## src/rtl/data_ram_responder_pkg.sv

```systemverilog
// Shared definitions for the data RAM responder: width codes, FSM states.
package mem_defs;

    localparam int MEM_WORD_WIDTH = 32;

    localparam logic [2:0] F3_B  = 3'b000;
    localparam logic [2:0] F3_H  = 3'b001;
    localparam logic [2:0] F3_W  = 3'b010;
    localparam logic [2:0] F3_BU = 3'b100;
    localparam logic [2:0] F3_HU = 3'b101;

    typedef enum logic [1:0] {
        ST_IDLE = 2'd0,
        ST_WAIT = 2'd1,
        ST_DONE = 2'd2
    } state_t;

endpackage

```

## src/rtl/data_ram_responder_if.sv

```systemverilog
// Load/store request and completion bundle between CPU memory stage and RAM.
interface data_ram_responder_if
    import mem_defs::*;
#(
    parameter int ADDR_WIDTH = 8
);
    logic                      load;
    logic                      store;
    logic [ADDR_WIDTH-1:0]     address;
    logic [MEM_WORD_WIDTH-1:0] write_data;
    logic [2:0]                func3;
    logic [MEM_WORD_WIDTH-1:0] read_data;
    logic                      mem_done;
    logic                      busy;
    logic                      misaligned;

    modport master (
        output load, store, address, write_data, func3,
        input  read_data, mem_done, busy, misaligned
    );

    modport slave (
        input  load, store, address, write_data, func3,
        output read_data, mem_done, busy, misaligned
    );
endinterface

```

## src/rtl/data_ram_responder_mem_align.sv

```systemverilog
// Byte-lane merge for stores, lane extract and extension for loads,
// and rejection of misaligned or undefined width codes.
module mem_align
    import mem_defs::*;
(
    input  logic [1:0]                addr_lo,
    input  logic [2:0]                func3,
    input  logic [MEM_WORD_WIDTH-1:0] wdata,
    input  logic [MEM_WORD_WIDTH-1:0] old_word,
    output logic [MEM_WORD_WIDTH-1:0] new_word,
    output logic [MEM_WORD_WIDTH-1:0] load_data,
    output logic                      err
);
    logic [3:0]                mask;
    logic [MEM_WORD_WIDTH-1:0] wlane;
    logic [MEM_WORD_WIDTH-1:0] shifted;

    always_comb begin
        err       = 1'b0;
        mask      = 4'b0000;
        wlane     = '0;
        load_data = '0;
        shifted   = old_word >> {addr_lo, 3'b000};
        case (func3)
            F3_B, F3_BU: begin
                mask  = 4'b0001 << addr_lo;
                wlane = {4{wdata[7:0]}};
                load_data = {{24{shifted[7] & ~func3[2]}}, shifted[7:0]};
            end
            F3_H, F3_HU: begin
                err   = addr_lo[0];
                mask  = addr_lo[1] ? 4'b1100 : 4'b0011;
                wlane = {2{wdata[15:0]}};
                load_data = {{16{shifted[15] & ~func3[2]}}, shifted[15:0]};
            end
            F3_W: begin
                err       = |addr_lo;
                mask      = 4'b1111;
                wlane     = wdata;
                load_data = old_word;
            end
            default: err = 1'b1;
        endcase
    end

    always_comb begin
        new_word = old_word;
        for (int i = 0; i < 4; i++) begin
            if (mask[i]) new_word[i*8 +: 8] = wlane[i*8 +: 8];
        end
    end
endmodule

```

## src/rtl/data_ram_responder.sv

```systemverilog
// Memory-stage responder: accepts one load/store, waits LATENCY cycles,
// completes it against the word array and pulses mem_done.
module data_ram_responder
    import mem_defs::*;
#(
    parameter int DEPTH      = 32,
    parameter int ADDR_WIDTH = 8,
    parameter int LATENCY    = 2
) (
    input logic               clock,
    input logic               reset,
    data_ram_responder_if.slave bus
);
    localparam int IDXW = $clog2(DEPTH);
    localparam int CW   = (LATENCY > 1) ? $clog2(LATENCY) : 1;

    logic [MEM_WORD_WIDTH-1:0] storage [DEPTH];

    state_t                    state;
    state_t                    state_next;
    logic                      accept;
    logic                      fire;
    logic [CW-1:0]             cnt;
    logic [ADDR_WIDTH-1:0]     addr_q;
    logic [MEM_WORD_WIDTH-1:0] wdata_q;
    logic [2:0]                f3_q;
    logic                      store_q;
    logic                      err_q;
    logic [MEM_WORD_WIDTH-1:0] rdata_q;
    logic [IDXW-1:0]           idx;
    logic [MEM_WORD_WIDTH-1:0] old_word;
    logic [MEM_WORD_WIDTH-1:0] new_word;
    logic [MEM_WORD_WIDTH-1:0] load_data;
    logic                      err;

    assign idx      = IDXW'(addr_q >> 2);
    assign old_word = storage[idx];

    mem_align u_align (
        .addr_lo   (addr_q[1:0]),
        .func3     (f3_q),
        .wdata     (wdata_q),
        .old_word  (old_word),
        .new_word  (new_word),
        .load_data (load_data),
        .err       (err)
    );

    always_ff @(posedge clock) begin
        if (reset) state <= ST_IDLE;
        else       state <= state_next;
    end

    always_comb begin
        state_next = state;
        accept     = 1'b0;
        fire       = 1'b0;
        case (state)
            ST_IDLE: begin
                if (bus.load | bus.store) begin
                    accept     = 1'b1;
                    state_next = ST_WAIT;
                end
            end
            ST_WAIT: begin
                if (cnt == CW'(LATENCY - 1)) begin
                    fire       = 1'b1;
                    state_next = ST_DONE;
                end
            end
            ST_DONE: state_next = ST_IDLE;
            default: state_next = ST_IDLE;
        endcase
    end

    always_ff @(posedge clock) begin
        if (reset) begin
            cnt     <= '0;
            addr_q  <= '0;
            wdata_q <= '0;
            f3_q    <= '0;
            store_q <= 1'b0;
            err_q   <= 1'b0;
            rdata_q <= '0;
        end else begin
            if (accept) begin
                cnt     <= '0;
                addr_q  <= bus.address;
                wdata_q <= bus.write_data;
                f3_q    <= bus.func3;
                store_q <= bus.store;
            end else if (state == ST_WAIT && !fire) begin
                cnt <= cnt + 1'b1;
            end
            if (fire) begin
                err_q <= err;
                if (err)           rdata_q <= '0;
                else if (!store_q) rdata_q <= load_data;
            end
        end
    end

    // Contents survive reset; only a completing, accepted store writes.
    always_ff @(posedge clock) begin
        if (!reset && fire && store_q && !err) storage[idx] <= new_word;
    end

    assign bus.read_data  = rdata_q;
    assign bus.mem_done   = (state == ST_DONE);
    assign bus.busy       = (state != ST_IDLE);
    assign bus.misaligned = (state == ST_DONE) & err_q;
endmodule
```

## src/flat_wrapper.sv

```systemverilog
// flat-port wrapper written by rule: the top's interface ports become plain ports
module data_ram_responder_flat import mem_defs::*;
#(
    parameter int DEPTH      = 32,
    parameter int ADDR_WIDTH = 8,
    parameter int LATENCY    = 2
)
  (clock, reset, bus_load, bus_store, bus_address, bus_write_data, bus_func3, bus_read_data, bus_mem_done, bus_busy, bus_misaligned);
  data_ram_responder_if #(.ADDR_WIDTH(ADDR_WIDTH)) bus_i ();
  input logic clock;
  input logic reset;
  input wire logic [$bits(bus_i.load)-1:0] bus_load;
  input wire logic [$bits(bus_i.store)-1:0] bus_store;
  input wire logic [$bits(bus_i.address)-1:0] bus_address;
  input wire logic [$bits(bus_i.write_data)-1:0] bus_write_data;
  input wire logic [$bits(bus_i.func3)-1:0] bus_func3;
  output wire logic [$bits(bus_i.read_data)-1:0] bus_read_data;
  output wire logic [$bits(bus_i.mem_done)-1:0] bus_mem_done;
  output wire logic [$bits(bus_i.busy)-1:0] bus_busy;
  output wire logic [$bits(bus_i.misaligned)-1:0] bus_misaligned;
  assign bus_i.load = bus_load;
  assign bus_i.store = bus_store;
  assign bus_i.address = bus_address;
  assign bus_i.write_data = bus_write_data;
  assign bus_i.func3 = bus_func3;
  assign bus_read_data = bus_i.read_data;
  assign bus_mem_done = bus_i.mem_done;
  assign bus_busy = bus_i.busy;
  assign bus_misaligned = bus_i.misaligned;
  data_ram_responder #(.DEPTH(DEPTH), .ADDR_WIDTH(ADDR_WIDTH), .LATENCY(LATENCY)) u_core (.clock(clock), .reset(reset), .bus(bus_i));
endmodule
```

## config.mk

```make
export PLATFORM = sky130hd
export DESIGN_NAME = data_ram_responder_flat
export DESIGN_NICKNAME = d
export VERILOG_FILES = /design/src/rtl/data_ram_responder_pkg.sv /design/src/rtl/data_ram_responder_if.sv /design/src/rtl/data_ram_responder_mem_align.sv /design/src/rtl/data_ram_responder.sv /design/src/flat_wrapper.sv
export SDC_FILE = /design/constraint.sdc
export NUM_CORES = 1
export LEC_CHECK = 0
export ABC_AREA = 0
export BUFFER_PORTS_ARGS = -buffer_cell sky130_fd_sc_hd__buf_2
export CAP_MARGIN = 5
export CORE_UTILIZATION = 30
export DETAILED_ROUTE_END_ITERATION = 10
export GPL_TIMING_DRIVEN = 0
export HOLD_SLACK_MARGIN = 0.02
export SETUP_SLACK_MARGIN = 0.05
export SLEW_MARGIN = 20
export SYNTH_ARGS = -nofsm -noshare
export SYNTH_HDL_FRONTEND = slang
export SYNTH_SLANG_ARGS = --single-unit
export TNS_END_PERCENT = 1
```

## constraint.sdc

```tcl
create_clock -name clock -period 4 [get_ports clock]
set_input_delay 0.4 -clock clock [delete_from_list [all_inputs] [get_ports clock]]
set_output_delay 0.4 -clock clock [all_outputs]
set_load 0.01 [all_outputs]
```

==> metrics.txt <==
Initial DRT Pass Iterations=6; width of the chip=382 um; Fmax=254 MHz; total routing usage reported by global routing=16.5%; clock tree from TritonCTS=built; Internal=19.9 mW; critical path data required time=4.55 ns; Clk Tree Root Cell=sky130_fd_sc_hd__clkbuf_16; Remaining Overflow, GRT=0; sum of internal, switching and leakage power=26.2 mW; # fillers=13.1k; most area-hungry cell type in the Yosys netlist=sky130_fd_sc_hd__edfxtp_1; mean number of vias per cell=5.18; clock period minus final worst setup slack=3.94 ns; count of flip-flops with a built-in enable after synthesis=1,024; number of nets produced by synthesis=2,252; Worst path top cell family by delay=buffers and inverters; Synth Instances=2,205; total power divided by cell area=500 nW/um2; setup total negative slack=0 ns; critical path endpoint category=register; static power due to leakage=16.1 nW; Final Slew Violations=0; mean area per synthesized cell=19.6 um2; part of the power in combinational logic=11.6%; global-route wire length before repair=172 mm; fraction of power consumed by sequential logic=51.1%; number of distinct standard cells referenced by the synthesized netlist=47; worst stage delay on the critical path=0.58 ns; drt first-iter violations=2,837; total placed instance area=48,400 um2; count of nets after finishing=2,572; core area=143,000 um2; top_reg_cell synth=sky130_fd_sc_hd__edfxtp_1; number of buffer and inverter stages on the critical path=4; YS warnings=0; share of the yosys chip area belonging to registers=74.9%; CP dominant cell by count=sky130_fd_sc_hd__clkbuf_2; number of antenna violations at the first check in global routing=2; count of H-tree levels built during CTS=3; result of the run=finished clean; share of the clock period used by the worst path after layout=98.4%; relative slew slack=25.0%; Setup-failing EPs final=0; WP data arrival=4.49 ns; leading cell types in the layout, fill and taps excluded=sky130_fd_sc_hd__edfxtp_1 (1,024), sky130_fd_sc_hd__mux4_2 (259), sky130_fd_sc_hd__nand2_1 (144), sky130_fd_sc_hd__a21oi_1 (115), sky130_fd_sc_hd__clkbuf_16 (109); worst clock skew=0.0342 ns; most common cell after layout, fill and taps aside=sky130_fd_sc_hd__edfxtp_1; worst hold path class=input pin to register; CP Cell Sequence=buf_2 -> clkdlybuf4s18_2 -> clkbuf_2 -> clkbuf_2 -> mux4_2 -> mux2i_1 -> o21ai_0 -> a211oi_1 -> nor3_1; total wirelength of the detailed-routed design=123 mm; hold violation total from the final report=0; largest net degree at the start of global routing=33; Clock transition at path regs=0.06 ns; number of nets with antenna violations after detailed routing=0; height of the die=382 um; number of buffers created by CTS=106; final non-filler cell area=52,400 um2; via count of the first global-routing pass=22.9k; Net Sw Power=6.33 mW; area share of the leading cell type in the synthesized netlist=71.0%; RSZ-0062 raised after global routing=true; sum of net half-perimeters after detailed placement=82.8 mm; Mapped Area=43,300 um2; synthesis-stage register bit count=1,108; routability-driven placement congestion ratio=0.879; slowest library cell on the worst path=sky130_fd_sc_hd__clkdlybuf4s18_2; number of max-capacitance violations reported=0; port buffer count=80; pin slew with the least headroom to its limit=1.13 ns; share of async-settable or async-resettable flops after synthesis=0%; Setup CP Type=register to register; Max clock buf depth=3; clock insertion delay at the later pin of the skew report=0.68 ns; type of element launching the critical path=register; die footprint=146,000 um2; layout cells sized above 1=28.8%; Sinks on Clock Net=1,108; area added between synthesis and finish=21.0%; proportion of power drawn by the clock network=37.2%; number of cells after detailed placement=4,273; Top Ports=82; Final Instance Count excl. Fillers=4,511; maximum fanout along the worst path=10; placement row count=139; overall via count from detail_route=23.4k; wire length per cell after detailed routing=27.2 um; initial core utilization=30.2%; DRC=0; net switching share of the total power=24.1%; cells taking the most area after synthesis=sky130_fd_sc_hd__edfxtp_1 (71%), sky130_fd_sc_hd__mux4_2 (13%), sky130_fd_sc_hd__dfxtp_1 (3.9%); worst voltage drop across the vdd grid=0.324 mV
[state kept, by name (all words and copies together) (netlist names), named ones only]
signal and flops:
u_core.storage 1024, u_core.store_q 1, u_core.f3_q 3, u_core.addr_q 7, u_core.state 2, u_core.err_q 1
u_core.bus.read_data 32, u_core.wdata_q 32, u_core.cnt 1
[area by class of cell]
class / instances / area, um2 / share of cell area, %
Buffer: 128 / 727 / 1.39
Sequential cell: 1108 / 32400 / 61.9
Multi-Input combinational cell: 965 / 10800 / 20.7
Clock inverter: 64 / 541 / 1.03
Tap cell: 1903 / 2380 / 4.54
Clock buffer: 126 / 2790 / 5.33
Antenna cell: 1 / 2.50 / 0.00477
Timing Repair Buffer: 212 / 2690 / 5.14
Inverter: 4 / 15.0 / 0.0286
[cells in the mapped netlist, types with 5 or more instances]
library cell,count
sky130_fd_sc_hd__edfxtp_1,1024
sky130_fd_sc_hd__mux4_2,259
sky130_fd_sc_hd__nand2_1,144
sky130_fd_sc_hd__a21oi_1,124
sky130_fd_sc_hd__mux2i_1,113
sky130_fd_sc_hd__dfxtp_1,84
sky130_fd_sc_hd__nor2_1,73
sky130_fd_sc_hd__a22oi_1,64
sky130_fd_sc_hd__clkbuf_1,63
sky130_fd_sc_hd__o21ai_1,31
sky130_fd_sc_hd__buf_2,29
sky130_fd_sc_hd__buf_1,25
sky130_fd_sc_hd__a211oi_1,22
sky130_fd_sc_hd__nor2b_1,18
sky130_fd_sc_hd__o21ai_0,16
sky130_fd_sc_hd__nand2b_1,13
sky130_fd_sc_hd__nor3_1,11
sky130_fd_sc_hd__a211oi_2,10
sky130_fd_sc_hd__a221o_1,7
sky130_fd_sc_hd__a221oi_1,7
sky130_fd_sc_hd__a22o_1,7
sky130_fd_sc_hd__o21a_1,7
sky130_fd_sc_hd__o221ai_1,7
sky130_fd_sc_hd__buf_6,5
[cells by family (layout without fill, tap and decap cells)]
group / count (synthesis) / in the layout / synth area share, %
AOI/OAI and AO/OA: 310 / 312 / 4.69
buffers and inverters: 134 / 534 / 1.51
DFF: 1108 / 1108 / 74.9
muxes: 373 / 373 / 16.1
other: 0 / 1 / 0
and+or+nand+nor: 280 / 280 / 2.81
[through the flow]
step / setup slack (ns) / hold slack (ns) / util (%)
6_report: 0.0621 / 0.0556 / 36.5
5_1_grt: -0.0222 / 0.0523 / 36.5
4_1_cts: -0.00833 / 0.0223 / 36.5
3_5_place_dp: -1.14 / 0.441 / 33.7
3_3_place_gp: -3.08 / 0.442 / 32.1
2_1_floorplan: 0.364 / 0.432 / -
[path summary, 6_finish.rpt]
check | startpoint | slack, ns | endpoint | cells after the start
worst min register to register | u_core.bus.read_data[8] | 0.45 | u_core.bus.read_data[8] | 2
worst max register to register | register | 0.06 | u_core.bus.read_data[4] | 9
worst max-delay path | register | 0.06 | u_core.bus.read_data[4] | 9
worst min-delay path | bus_address[6] | 0.06 | register | 3
[power by group through the flow]
stage	clock [mW]	combinational (mW)	sequential [mW]
global route	10.3	3.21	13.4
CTS	9.91	3.01	13.4
global placement	0	2.51	13.7
detailed placement	0	2.93	13.7
floorplan	0	1.56	13.7
finish	9.77	3.05	13.4
[timing repair]
item,CTS,global route
setup endpoints to repair,1470,667
hold endpoints to repair,44,0
gates cloned,2,0
setup buffers,3,2
hold buffers,41,0
resized for setup,51,22
pin swaps,10,3
[metal layers]
| layer | share of wire (%) | GRT usage (%) | wire (um) |
|---|---|---|---|
| met3 | 10 | 4.46 | 12500 |
| met5 | 0 | 0 | 0 |
| met1 | 41 | 22.4 | 50500 |
| met4 | 2.7 | 5.43 | 3320 |
| met2 | 46 | 25.7 | 56600 |
[worst register-to-register path, stage by stage, from the launching register on]
cell and delay (ns):
sky130_fd_sc_hd__dfxtp_1 0.30, sky130_fd_sc_hd__buf_2 0.29, sky130_fd_sc_hd__clkdlybuf4s18_2 0.59, sky130_fd_sc_hd__clkbuf_2 0.49, sky130_fd_sc_hd__clkbuf_2 0.42, sky130_fd_sc_hd__mux4_2 0.39
sky130_fd_sc_hd__mux2i_1 0.46, sky130_fd_sc_hd__o21ai_0 0.47, sky130_fd_sc_hd__a211oi_1 0.29, sky130_fd_sc_hd__nor3_1 0.08
No activity file was read; power rests on OpenSTA's default activity.
